### src/rtl/cp0_regfile_pkg.sv
// rtl/cp0_regfile_pkg.sv - CP0 register addresses, excodes, reset values and WB->CP0 bus layout
// Shared by cp0_regfile and cp0_timer; the timer exists only under CP0_TIMER_INT_EN.
package cp0_regfile_pkg;

  localparam int WB_TO_CP0_REGISTER_BUS_WD = 110;

  localparam logic [4:0] CP0_BADVADDR = 5'd8;
  localparam logic [4:0] CP0_COUNT    = 5'd9;
  localparam logic [4:0] CP0_COMPARE  = 5'd11;
  localparam logic [4:0] CP0_STATUS   = 5'd12;
  localparam logic [4:0] CP0_CAUSE    = 5'd13;
  localparam logic [4:0] CP0_EPC      = 5'd14;

  localparam logic [4:0] EXC_INT  = 5'h00;
  localparam logic [4:0] EXC_ADEL = 5'h04;
  localparam logic [4:0] EXC_ADES = 5'h05;
  localparam logic [4:0] EXC_SYS  = 5'h08;
  localparam logic [4:0] EXC_BP   = 5'h09;
  localparam logic [4:0] EXC_RI   = 5'h0a;
  localparam logic [4:0] EXC_OV   = 5'h0c;

  localparam logic [31:0] STATUS_RESET = 32'h0040_0000;

  // Field order fixes the bit positions: ex at [109] down to eret at [0].
  typedef struct packed {
    logic        ex;
    logic [4:0]  excode;
    logic [31:0] badvaddr;
    logic        bd;
    logic [31:0] pc;
    logic        mtc0_we;
    logic [4:0]  cp0_addr;
    logic [31:0] wdata;
    logic        eret;
  } cp0_bus_t;

endpackage

### src/rtl/cp0_timer.sv
// rtl/cp0_timer.sv - Count/Compare timer producing the TI flag
// Count advances on every second cycle; TI latches on Count == Compare until Compare is rewritten.
module cp0_timer
  import cp0_regfile_pkg::*;
(
  input  logic        clk,
  input  logic        reset,
  input  logic        count_we,
  input  logic        compare_we,
  input  logic [31:0] wdata,
  output logic [31:0] count,
  output logic [31:0] compare,
  output logic        ti
);

  logic tick;

  always_ff @(posedge clk) begin
    if (reset) begin
      tick    <= 1'b0;
      count   <= 32'd0;
      compare <= 32'd0;
      ti      <= 1'b0;
    end else begin
      tick <= ~tick;
      if (count_we) begin
        count <= wdata;
      end else if (tick) begin
        count <= count + 32'd1;
      end
      // A Compare write acknowledges the interrupt and wins over a match that cycle.
      if (compare_we) begin
        compare <= wdata;
        ti      <= 1'b0;
      end else if (count == compare) begin
        ti <= 1'b1;
      end
    end
  end

endmodule

### src/rtl/cp0_regfile.sv
// rtl/cp0_regfile.sv - CP0 register file fed by the WB-stage CP0 bus
// Define CP0_TIMER_INT_EN to add Count/Compare and the timer interrupt on IP[7].
module cp0_regfile
  import cp0_regfile_pkg::*;
(
  input  logic                                 clk,
  input  logic                                 reset,
  input  logic [WB_TO_CP0_REGISTER_BUS_WD-1:0] wb_to_cp0_register_bus,
  input  logic [5:0]                           ext_int_in,
  output logic [31:0]                          cp0_rdata,
  output logic [31:0]                          cp0_epc,
  output logic                                 has_int,
  output logic                                 status_exl
);

  cp0_bus_t bus;
  assign bus = wb_to_cp0_register_bus;

  logic do_ex, do_eret, do_mtc0;
  assign do_ex   = bus.ex;
  assign do_eret = bus.eret & ~bus.ex;
  assign do_mtc0 = bus.mtc0_we & ~bus.ex & ~bus.eret;

  logic [7:0]  status_im;
  logic        status_ie;
  logic        exl;
  logic        cause_bd;
  logic [4:0]  cause_excode;
  logic [5:0]  cause_ip_hw;
  logic [1:0]  cause_ip_sw;
  logic [31:0] epc;
  logic [31:0] badvaddr;

  logic [31:0] timer_count;
  logic [31:0] timer_compare;
  logic        timer_ti;

`ifdef CP0_TIMER_INT_EN
  cp0_timer u_timer (
    .clk        (clk),
    .reset      (reset),
    .count_we   (do_mtc0 && bus.cp0_addr == CP0_COUNT),
    .compare_we (do_mtc0 && bus.cp0_addr == CP0_COMPARE),
    .wdata      (bus.wdata),
    .count      (timer_count),
    .compare    (timer_compare),
    .ti         (timer_ti)
  );
`else
  assign timer_count   = 32'd0;
  assign timer_compare = 32'd0;
  assign timer_ti      = 1'b0;
`endif

  always_ff @(posedge clk) begin
    if (reset) begin
      status_im    <= 8'd0;
      status_ie    <= 1'b0;
      exl          <= 1'b0;
      cause_bd     <= 1'b0;
      cause_excode <= 5'd0;
      cause_ip_hw  <= 6'd0;
      cause_ip_sw  <= 2'd0;
      epc          <= 32'd0;
      badvaddr     <= 32'd0;
    end else begin
      cause_ip_hw <= ext_int_in;
      if (do_ex) begin
        // A nested exception keeps the EPC/BD of the one being handled.
        if (!exl) begin
          epc      <= bus.bd ? bus.pc - 32'd4 : bus.pc;
          cause_bd <= bus.bd;
        end
        exl          <= 1'b1;
        cause_excode <= bus.excode;
        if (bus.excode == EXC_ADEL || bus.excode == EXC_ADES) begin
          badvaddr <= bus.badvaddr;
        end
      end else if (do_eret) begin
        exl <= 1'b0;
      end else if (do_mtc0) begin
        case (bus.cp0_addr)
          CP0_STATUS: begin
            status_im <= bus.wdata[15:8];
            exl       <= bus.wdata[1];
            status_ie <= bus.wdata[0];
          end
          CP0_CAUSE: cause_ip_sw <= bus.wdata[9:8];
          CP0_EPC:   epc         <= bus.wdata;
          default: ;
        endcase
      end
    end
  end

  logic [7:0]  cause_ip;
  logic [31:0] status_rd;
  logic [31:0] cause_rd;

  assign cause_ip  = {cause_ip_hw[5] | timer_ti, cause_ip_hw[4:0], cause_ip_sw};
  assign status_rd = {9'd0, 1'b1, 6'd0, status_im, 6'd0, exl, status_ie};
  assign cause_rd  = {cause_bd, timer_ti, 14'd0, cause_ip, 1'b0, cause_excode, 2'b00};

  always_comb begin
    cp0_rdata = 32'd0;
    case (bus.cp0_addr)
      CP0_BADVADDR: cp0_rdata = badvaddr;
      CP0_COUNT:    cp0_rdata = timer_count;
      CP0_COMPARE:  cp0_rdata = timer_compare;
      CP0_STATUS:   cp0_rdata = status_rd;
      CP0_CAUSE:    cp0_rdata = cause_rd;
      CP0_EPC:      cp0_rdata = epc;
      default:      cp0_rdata = 32'd0;
    endcase
  end

  assign cp0_epc    = epc;
  assign status_exl = exl;
  assign has_int    = (|(cause_ip & status_im)) & status_ie & ~exl;

endmodule

### config.mk
export PLATFORM = sky130hd
export DESIGN_NAME = cp0_regfile
export DESIGN_NICKNAME = d
export VERILOG_FILES = /design/src/rtl/cp0_regfile_pkg.sv /design/src/rtl/cp0_timer.sv /design/src/rtl/cp0_regfile.sv
export SDC_FILE = /design/constraint.sdc
export NUM_CORES = 1
export LEC_CHECK = 0
export CORE_ASPECT_RATIO = 0.6
export CORE_MARGIN = 4
export CORE_UTILIZATION = 47
export DETAILED_ROUTE_END_ITERATION = 7
export HOLD_SLACK_MARGIN = 0.02
export PLACE_DENSITY_LB_ADDON = 0.08
export SETUP_SLACK_MARGIN = 0.15
export SLEW_MARGIN = 5
export SYNTH_ARGS = -nofsm -noshare
export SYNTH_HDL_FRONTEND = slang
export SYNTH_SLANG_ARGS = --single-unit
### constraint.sdc
create_clock -name clk -period 6.6 [get_ports clk]
set_input_delay 1.32 -clock clk [delete_from_list [all_inputs] [get_ports clk]]
set_output_delay 1.32 -clock clk [all_outputs]
set_load 0.02 [all_outputs]
# After elaboration in Yosys (flattened, before gate mapping)
# Index checks and enable logic that the tools add are counted.
# word_totals
wordCells,51
regBits,88
input_bits,118
output_inout_bits,66
# classes
n_mux,11
n_eq_ne,8
add_sub_neg,1
bitwise,10
reduce_logical,12
# op_table
operator,count
$mux 32,6
$pmux 32 s4,1
$sub 32x3->32 const B,1
$eq 5x4->1 const B,4
$reduce_and 4->1,3
$eq 5x3->1 const B,2
$and 8x8->8,1
$reduce_or 8->1,1
$reduce_and 2->1,3
$reduce_bool 3->1,2
$and 1x1->1,5
$mux 1,4
$ne 2x2->1 const B,2
$not 1->1,4
$reduce_bool 2->1,2
$logic_or 1x1->1,1

# Longest topological paths before layout
# Gate-level depths: netlist of the first run.
# depth
ltp_word,6
mapped_depth,9
depth_no_buf,7

# Worst setup path before layout of the first run
# No wires, ideal clock.
# synth_path
path_kind,input port to output port
from,input wb_to_cp0_register_bus[33]
to,output cp0_rdata[18]
path_stages,5
path_slack_ns,2.382
required_ns,5.280
n_path_buf,2
arrival_time_ns,2.898
path_cell_list,or4b_1 clkbuf_1 nor2_1 clkbuf_1 a22o_1
# synth_via
elab_chain_len,2
elab_cells_between_ends,5
classes_between,4 x eq/ne; 1 x mux
# synth_lines
element,line_no,text
"start, declared",cp0_regfile.sv:8,"input logic [WB_TO_CP0_REGISTER_BUS_WD-1:0] wb_to_cp0_register_bus,"
$eq 5x4->1,cp0_regfile.sv:106,case (bus.cp0_addr)
$pmux 32 s4 (*),cp0_regfile.sv:106,
"end, declared",cp0_regfile.sv:10,"output logic [31:0] cp0_rdata,"
# Mark *: on every way between the ends. The rest lies on a longest branch, timed or not.

# Final worst setup path of the first run
# layout_path
from,input wb_to_cp0_register_bus[35]
to,output cp0_rdata[12]
# The elaborated chain is that of the path after synthesis.

==> impl_metrics.csv, run 1 <==
group,metric,value,unit
pwr,power_switching,0.364,mW
pwr,p_leak,2.38,nW
worst_setup_path,crit_start,"wb_to_cp0_register_bus[35]",
finish,final_common_cell,"clkdlybuf4s50_1",
routing,drcViolationCount,0,
grt,grt_pass1_vias,5026,
synthesis,yosys.area.top_type_share,0.380,
flow_run,maxCapViolCount,0,
pwr,vdd_drop_max,153,µV
pwr,netSwitchingFraction,0.280,
floorplan,dieArea,0.0116,mm²
grt,gr-usage-all-layers,0.291,
sta,finalHoldViolations,0,
synthesis,synth-main-ff-cell,"dfxtp_1",
sta,drv_slew,0,
routing,viasPerCell,5.98,
worst_setup_path,path_class,"in2out",
cts,clkSinkCount,88,
sta,fmax,0.176,GHz
floorplan,die_h,85.0,µm
synthesis,synth_seq_cells,88,
sta,period_needed,5680,ps
cts,cts_max_level,3,
hold_path,hold_path.class,"reg2reg",
placement,placed_cell_area,0.00653,mm²
finish,diodes,0,
synthesis,synth_cell_type_count,57,
synthesis,yosys_warnings,0,
cts,cts_buffers,9,
routing,dr.pass1.iters,5,
cts,cts_max_path_buffers,2,
finish,drive_gt1_frac,0.0527,
synthesis,synthTopCellsByArea,"dfxtp_1, nand2_1, a21oi_1",
placement,gp_congestion,0.900,
synthesis,syn_nets,717,
routing,routed_wl,17.3,mm
cts,cts.repair.resized,0,
pwr,pwr-share-comb,0.184,
finish,mostFrequentLayoutCells,"clkdlybuf4s50_1, nand2_1, dfxtp_1",
sta,rsz0062_at_grt,"no",
cts,hold_buffers,0,
sta,setup_tns,0,ps
grt,grt_overflow,0,
floorplan,core_area,0.00939,mm²
floorplan,chipWidth,136,µm
synthesis,syn_inst,598,
sta,setup_viol,0,
worst_setup_path,r2r_slack,4280,ps
pwr,power_density,191,mW/mm²
sta,skew,8.11,ps
worst_setup_path,end_kind,"primary output",
finish,final_net_count,873,
worst_setup_path,cp.required,5280,ps
pwr,seqPwrFrac,0.444,
synthesis,synth_area_per_cell,7.76,µm²
worst_setup_path,cp-start-kind,"input port",
sta,worst_pin_slew,1330,ps
worst_setup_path,crit_fanout,15,
routing,drtAntennaViolNets,0,
synthesis,synth-edff-count,0,
cts,insertion_delay,340,ps
synthesis,syn-cell-area,0.00464,mm²
outcome,outcome,"finished, final reports clean",
grt,grt_max_degree,53,
floorplan,num_rows,27,
synthesis,ys_seq_area_frac,0.380,
sta,min_period_over_period,0.861,
grt,antenna_found_initial,0,
floorplan,start_util,0.494,
worst_setup_path,r2r_start,"status_exl$_SDFFE_PP0P_",
floorplan,ios,184,
pwr,clkPwrFrac,0.372,
routing,wl_per_cell,19.5,µm
finish,area_growth,46.8,%
routing,vias,5315,
cts,root_buffer,"clkbuf_16",
cts,cts_tree,"built",
finish,final_area,0.00681,mm²
sta,slew_headroom,0.109,
synthesis,synthArstFlopShare,0,
placement,hpwl,12.9,mm
hold_path,hold_start,"badvaddr[7]$_SDFFE_PP0P_",
grt,grt_first_pass_wirelength,26.7,mm
pwr,intPower,0.936,mW
routing,drt_iter0_drc,606,
cts,postCtsSetupBuffers,0,
cts,clk_pin_slew,60,ps
synthesis,yosysTopAreaCell,"dfxtp_1",
worst_setup_path,arrival,4360,ps
placement,portBuffers,183,
stage by stage:
step / utilization / power [mW] / std cells / hold WS (ps) / worst slack, ps
finish: 0.725 / 1.30 / 889 / 457 / 917
global route: 0.725 / 1.34 / 889 / 478 / 824
CTS: 0.725 / 1.30 / 889 / 457 / 1100
detailed placement: 0.695 / 0.823 / 873 / 447 / 1120
global placement: 0.695 / 0.818 / 873 / 443 / 1130
floorplan: - / 0.678 / 598 / 436 / 2380
logic make-up (layout without fill, tap and decap cells):
logic type / count (synthesis) / after routing / synth area share
AND/OR/NAND/NOR: 259 / 259 / 0.276
AO/OA/AOI/OAI: 163 / 163 / 0.230
flip-flops: 88 / 88 / 0.380
buffers and inverters: 53 / 214 / 0.0440
XOR/XNOR: 19 / 19 / 0.0359
multiplexers: 15 / 15 / 0.0324
adder cells (fa/ha/maj): 1 / 1 / 0.00270
cell usage after synthesis (all sizes together), types with 4 or more instances:
master and n:
buf 6, mux2i 15, nor3 16, a31oi 10
a21oi 63, nand3 17, a22oi 23, or3 10
nor2 35, and3 4, nand2b 4, nor2b 9
a22o 16, nand2 123, nand4 9, a211o 5
a21o 4, xnor2 7, nand3b 5, nor4 7
inv 6, clkbuf 41, nor3b 4, xor2 12
a211oi 6, dfxtp 88, o21ai 16
routing by layer:
| layer | track usage | vias up | part of all wire |
|---|---|---|---|
| met5 | 0 | - | 0 |
| met3 | 0.0900 | 17 | 0.14 |
| met4 | 0.0512 | 0 | 0.0082 |
| met2 | 0.427 | 332 | 0.43 |
| met1 | 0.424 | 2505 | 0.43 |
| li1 | - | 2461 | - |
layout make-up:
cell class	instances	area (µm²)
clock buffers	9	225
clock inverters	7	55.1
fillers	761	2580
inverters	6	22.5
multi-input cells	457	2690
flip-flops and latches	88	1760
well taps	130	163
repair buffers	192	1890
worst max-delay path, stage by stage:
cell and delay, ps:
clkdlybuf4s50_1 760, nand3b_1 190, nor3b_2 1070, a22oi_1 290, nand2_1 120, clkdlybuf4s50_1 610
power groups by stage:
stage                     combinational (mW)  sequential, mW  clock [mW]
after floorplan                       0.0826           0.595           0
after global placement                 0.230           0.588           0
after detailed placement               0.235           0.588           0
after CTS                              0.236           0.576       0.489
after global routing                   0.255           0.579       0.509
final                                  0.239           0.578       0.484
final timing paths:
path | endpoint | cells after the start
setup reg to reg | cp0_epc[18]$_SDFFE_PP0P_ | 6
hold / removal | badvaddr[7]$_SDFFE_PP0P_ | 2
hold reg to reg | badvaddr[7]$_SDFFE_PP0P_ | 2
setup / recovery | cp0_rdata[12] | 6
sequential cells by signal, summed over array words and instances, names as in the netlist:
signal / cells
badvaddr: 32
cp0_epc: 32
status_im: 8
cause_ip_hw: 6
cause_excode: 5
cause_ip_sw: 2
cause_bd: 1
status_exl: 1
status_ie: 1
Power figures use the tool's default switching activity.
==> run 2: changes to the inputs <==
CORE_MARGIN = 1.5   (was 4)
CTS_CLUSTER_SIZE = 24   (was not set)
SYNTH_HIERARCHICAL = 1   (was not set)
==> run 2 against run 1 <==
- die area is 9.3% lower
- design area is 0.48% higher
- synthesized area stayed put
- critical path type unchanged
- largest power group unchanged
==> impl_metrics.csv, run 2 <==
group,metric,value,unit
grt,grt_max_degree,57,
sta,setup_viol,0,
finish,fin_util,0.728,
finish,final_net_count,874,
synthesis,yosysTopAreaCell,"dfxtp_1",
placement,dp_slack,1250,ps
cts,cts_max_path_buffers,2,
synthesis,synthTopCellsByArea,"dfxtp_1, nand2_1, a21oi_1",
worst_setup_path,crit_fanout,20,
routing,routed_wl,16.5,mm
floorplan,die_h,80.0,µm
worst_setup_path,max_stage_delay,710,ps
cts,cts.repair.resized,0,
worst_setup_path,crit_slowest_cell,"clkdlybuf4s50_1",
grt,grt_overflow,0,
placement,dp.cells,874,
worst_setup_path,path_class,"in2out",
grt,gr-usage-all-layers,0.316,
outcome,outcome,"finished, final reports clean",
synthesis,ys_seq_area_frac,0.380,
floorplan,core_area,0.00939,mm²
routing,viasPerCell,5.96,
cts,postCtsSetupBuffers,0,
sta,finalHoldViolations,0,
floorplan,dieArea,0.0105,mm²
synthesis,synth_commonest_cells,"nand2_1, dfxtp_1, a21oi_1",
sta,setup_ws,1200,ps
routing,dr.pass1.iters,5,
grt,grt_pass1_vias,4939,
finish,layout.cells.non_filler,889,
pwr,p_leak,2.39,nW
synthesis,synth_most_common_cell,"nand2_1",
floorplan,ios,184,
hold_path,hold_path.class,"reg2reg",
routing,drt_iter0_drc,454,
synthesis,synthArstFlopShare,0,
finish,final_common_cell,"clkdlybuf4s50_1",
sta,slew_headroom,0.224,
finish,area_growth,47.5,%
synthesis,synth_cell_type_count,57,
pwr,vdd_drop_max,132,µV
floorplan,chipWidth,131,µm
flow_run,maxCapViolCount,0,
synthesis,syn_inst,598,
worst_setup_path,cp.required,5280,ps
floorplan,num_rows,27,
cts,cts_buffers,9,
synthesis,synth-main-ff-cell,"dfxtp_1",
routing,drcViolationCount,0,
finish,drive_gt1_frac,0.0527,
synthesis,synth_seq_cells,88,
sta,fmax,0.185,GHz
cts,cts_max_level,3,
worst_setup_path,arrival,4080,ps
sta,worst_pin_slew,1160,ps
routing,wl_per_cell,18.6,µm
floorplan,start_util,0.494,
cts,clk_pin_slew,60,ps
placement,portBuffers,183,
finish,mostFrequentLayoutCells,"clkdlybuf4s50_1, nand2_1, dfxtp_1",
cts,clkSinkCount,88,
sta,skew,9.16,ps
sta,drv_slew,0,
worst_setup_path,crit_top_cell,"clkdlybuf4s50_1",
sta,min_period_over_period,0.818,
cts,insertion_delay,340,ps
grt,grt_first_pass_wirelength,26.0,mm
cts,hold_buffers,0,
placement,gp_congestion,0.914,
pwr,total_power,1.34,mW
sta,rsz0062_at_grt,"no",
finish,final_area,0.00684,mm²
placement,placed_cell_area,0.00654,mm²
synthesis,synth_area_per_cell,7.76,µm²
grt,antenna_found_initial,0,
sta,setup_tns,0,ps
finish,diodes,0,
cts,cts_tree,"built",
pwr,power_density,196,mW/mm²
worst_setup_path,crit_chain,"clkdlybuf4s50_1, and3b_1, and2_1, buf_4, a22oi_1, nand2_1, clkdlybuf4s50_1",
sta,period_needed,5400,ps
sta,fin_hold_ws,455,ps
routing,drtAntennaViolNets,0,
synthesis,synth-edff-count,0,
worst_setup_path,cp-start-kind,"input port",
placement,hpwl,12.1,mm
worst_setup_path,end_kind,"primary output",
synthesis,yosys_warnings,6,
synthesis,syn_nets,717,
synthesis,syn-cell-area,0.00464,mm²
synthesis,yosys.area.top_type_share,0.380,
cts,root_buffer,"clkbuf_16",
routing,vias,5299,
## run 2: layout make-up
cell class / count / area (µm²)
multi-input cells: 457 / 2690
fillers: 746 / 2550
repair buffers: 193 / 1900
flip-flops and latches: 88 / 1760
clock buffers: 10 / 239
well taps: 130 / 163
clock inverters: 5 / 66.3
inverters: 6 / 22.5
## run 2: cells by family (layout without fill, tap and decap cells)
| family | after synthesis | in the layout | share of synthesized area |
|---|---|---|---|
| XOR/XNOR | 19 | 19 | 0.0359 |
| multiplexers | 15 | 15 | 0.0324 |
| buffers and inverters | 53 | 214 | 0.0440 |
| AND/OR/NAND/NOR | 259 | 259 | 0.276 |
| flip-flops | 88 | 88 | 0.380 |
| adder cells (fa/ha/maj) | 1 | 1 | 0.00270 |
| AO/OA/AOI/OAI | 163 | 163 | 0.230 |
## run 2: path summary, 6_finish.rpt
kind	start	to	slack (ps)	cells past startpoint
worst min-delay path	badvaddr[10]$_SDFFE_PP0P_	badvaddr[10]$_SDFFE_PP0P_	460	2
worst min register to register	badvaddr[10]$_SDFFE_PP0P_	badvaddr[10]$_SDFFE_PP0P_	460	2
worst max-delay path	wb_to_cp0_register_bus[35]	cp0_rdata[15]	1200	7
worst max register to register	status_exl$_SDFFE_PP0P_	cp0_epc[15]$_SDFFE_PP0P_	4550	6
## run 2: routing by layer
layer | track usage | share of wire | vias up
li1 | - | - | 2462
met1 | 0.453 | 0.45 | 2473
met2 | 0.482 | 0.43 | 343
met3 | 0.0692 | 0.11 | 21
met4 | 0.0789 | 0.010 | 0
met5 | 0 | 0 | -
## run 2: power breakdown
part | internal (mW) | switching (mW)
clock | 0.306 | 0.219
combinational | 0.124 | 0.114
sequential | 0.553 | 0.0242
## run 2: worst max-delay path: cells and delay by family
family / cells / cell delay, ps
compound gates: 1 / 140
buf+inv: 3 / 1680
simple gates: 3 / 930
==> run 3: changes to the inputs <==
CORE_UTILIZATION = 44   (was 47)
clock period = 5.3 ns   (was 6.6 ns; I/O delays follow)
==> run 3 against run 2 <==
- design area grew 0.49%
- sequential share of layout area shrank 0.13 points
- critical path type unchanged
- critical path depth is the same
- combinational power grew 25%
==> impl_metrics.csv, run 3 (synthesis results as in run 2) <==
group,metric,value,unit
finish,drive_gt1_frac,0.0552,
pwr,p_leak,2.41,nW
finish,mostFrequentLayoutCells,"clkdlybuf4s50_1, nand2_1, dfxtp_1",
grt,grt_overflow,0,
routing,drtAntennaViolNets,0,
pwr,power_switching,0.445,mW
routing,vias,5243,
finish,fill_cells,826,
sta,drv_slew,0,
cts,root_buffer,"clkbuf_16",
floorplan,start_util,0.461,
cts,cts_max_level,3,
worst_setup_path,path_class,"in2out",
pwr,clkPwrFrac,0.390,
routing,drt_iter0_drc,462,
cts,hold_buffers,0,
worst_setup_path,max_stage_delay,690,ps
cts,insertion_delay,340,ps
routing,dr.pass1.iters,5,
grt,gr-usage-all-layers,0.305,
cts,clk_pin_slew,60,ps
worst_setup_path,crit_slowest_cell,"or4b_1",
worst_setup_path,crit_top_cell,"clkdlybuf4s50_1",
cts,postCtsSetupBuffers,0,
worst_setup_path,r2r_end,"cp0_epc[13]$_SDFFE_PP0P_",
cts,cts_max_path_buffers,2,
worst_setup_path,reg2reg_depth,7,
hold_path,hold_path.class,"reg2reg",
sta,worst_pin_slew,735,ps
sta,slew_headroom,0.510,
sta,rsz0062_at_grt,"no",
floorplan,num_rows,28,
routing,routed_wl,17.0,mm
sta,setup_ws,536,ps
worst_setup_path,crit_start,"wb_to_cp0_register_bus[33]",
hold_path,hold_start,"badvaddr[1]$_SDFFE_PP0P_",
sta,min_period_over_period,0.899,
finish,layout.cells.non_filler,896,
worst_setup_path,end_kind,"primary output",
floorplan,dieArea,0.0112,mm²
floorplan,die_h,82.5,µm
routing,drcViolationCount,0,
placement,dp_slack,618,ps
placement,gp_congestion,0.901,
worst_setup_path,crit_chain,"clkdlybuf4s50_1, or4b_1, nor2_2, buf_12, a22oi_1, nand2_1, clkdlybuf4s50_1",
placement,hpwl,12.6,mm
finish,final_common_cell,"clkdlybuf4s50_1",
sta,setup_viol,0,
worst_setup_path,cp-start-kind,"input port",
grt,antenna_found_initial,0,
grt,grt_max_degree,53,
pwr,vdd_drop_max,185,µV
hold_path,hold-path-endpoint,"badvaddr[1]$_SDFFE_PP0P_",
floorplan,core_area,0.0101,mm²
sta,fmax,0.210,GHz
sta,fin_hold_ws,456,ps
pwr,intPower,1.22,mW
cts,cts.repair.resized,0,
worst_setup_path,cp.required,4240,ps
placement,portBuffers,183,
worst_setup_path,r2r_start,"status_exl$_SDFFE_PP0P_",
outcome,outcome,"finished, final reports clean",
cts,clkSinkCount,88,
finish,diodes,0,
worst_setup_path,crit_fanout,20,
floorplan,chipWidth,136,µm
worst_setup_path,r2r_slack,2920,ps
pwr,seqPwrFrac,0.431,
worst_setup_path,arrival,3700,ps
routing,viasPerCell,5.85,
finish,final_net_count,876,
routing,wl_per_cell,19.0,µm
pwr,pwr-share-comb,0.179,
cts,cts_tree,"built",
placement,dp.cells,881,
grt,grt_pass1_vias,4728,
grt,grt_first_pass_wirelength,25.6,mm
pwr,power_density,243,mW/mm²
finish,area_growth,48.2,%
sta,finalHoldViolations,0,
floorplan,ios,184,
cts,cts_buffers,9,
sta,period_needed,4760,ps
sta,setup_tns,0,ps
pwr,netSwitchingFraction,0.267,
hold_path,holdPathStages,2,
sta,skew,5.50,ps
flow_run,maxCapViolCount,0,
==> run 3: cell types whose count changed in the layout (fill, tap and decap cells not counted), sizes merged <==
cell	delta
buf	+2
==> run 3: through the flow <==
stage | total power [mW] | utilization | instance area, µm²
3_3_place_gp | 1.02 | 0.653 | 6570
3_5_place_dp | 1.03 | 0.653 | 6570
5_1_grt | 1.72 | 0.684 | 6880
4_1_cts | 1.67 | 0.684 | 6880
2_1_floorplan | 0.844 | - | 4640
6_report | 1.67 | 0.684 | 6880
==> run 3: layout make-up <==
type                            instances  area [µm²]  area share
Tap cell                              135         169      0.0246
Multi-Input combinational cell        457        2690       0.392
Sequential cell                        88        1760       0.256
Clock inverter                          5        66.3     0.00965
Inverter                                6        22.5     0.00328
Timing Repair Buffer                  195        1920       0.280
Clock buffer                           10         239      0.0348
==> run 3: layer usage <==
metal  part of all wire  up-vias  wire (µm)  global-route usage
li1                   -     2464          -                   -
met1               0.46     2486       7860               0.436
met2               0.44      274       7450               0.465
met3              0.090       19       1530              0.0623
met4              0.011        0        195              0.0849
met5                  0        -          0                   0
==> run 3: how the worst max path moves through the flow <==
stage | endpoint | depth (start not counted)
global route | cp0_rdata[13] | 7
CTS | cp0_rdata[13] | 7
floorplan | cp0_rdata[18] | 5
detailed placement | cp0_rdata[13] | 7
finish | cp0_rdata[13] | 7
global placement | cp0_rdata[13] | 7
==> run 3: critical path: cells and delay by family <==
family | cells | cell delay, ps
buf+inv | 3 | 1280
simple gates | 3 | 1240
compound gates | 1 | 100
==> run 3: power by group through the flow <==
stage	clock network (mW)	registers [mW]	logic [mW]
floorplan	0	0.741	0.103
global placement	0	0.731	0.288
detailed placement	0	0.732	0.294
CTS	0.659	0.717	0.296
global route	0.686	0.720	0.318
finish	0.652	0.719	0.298
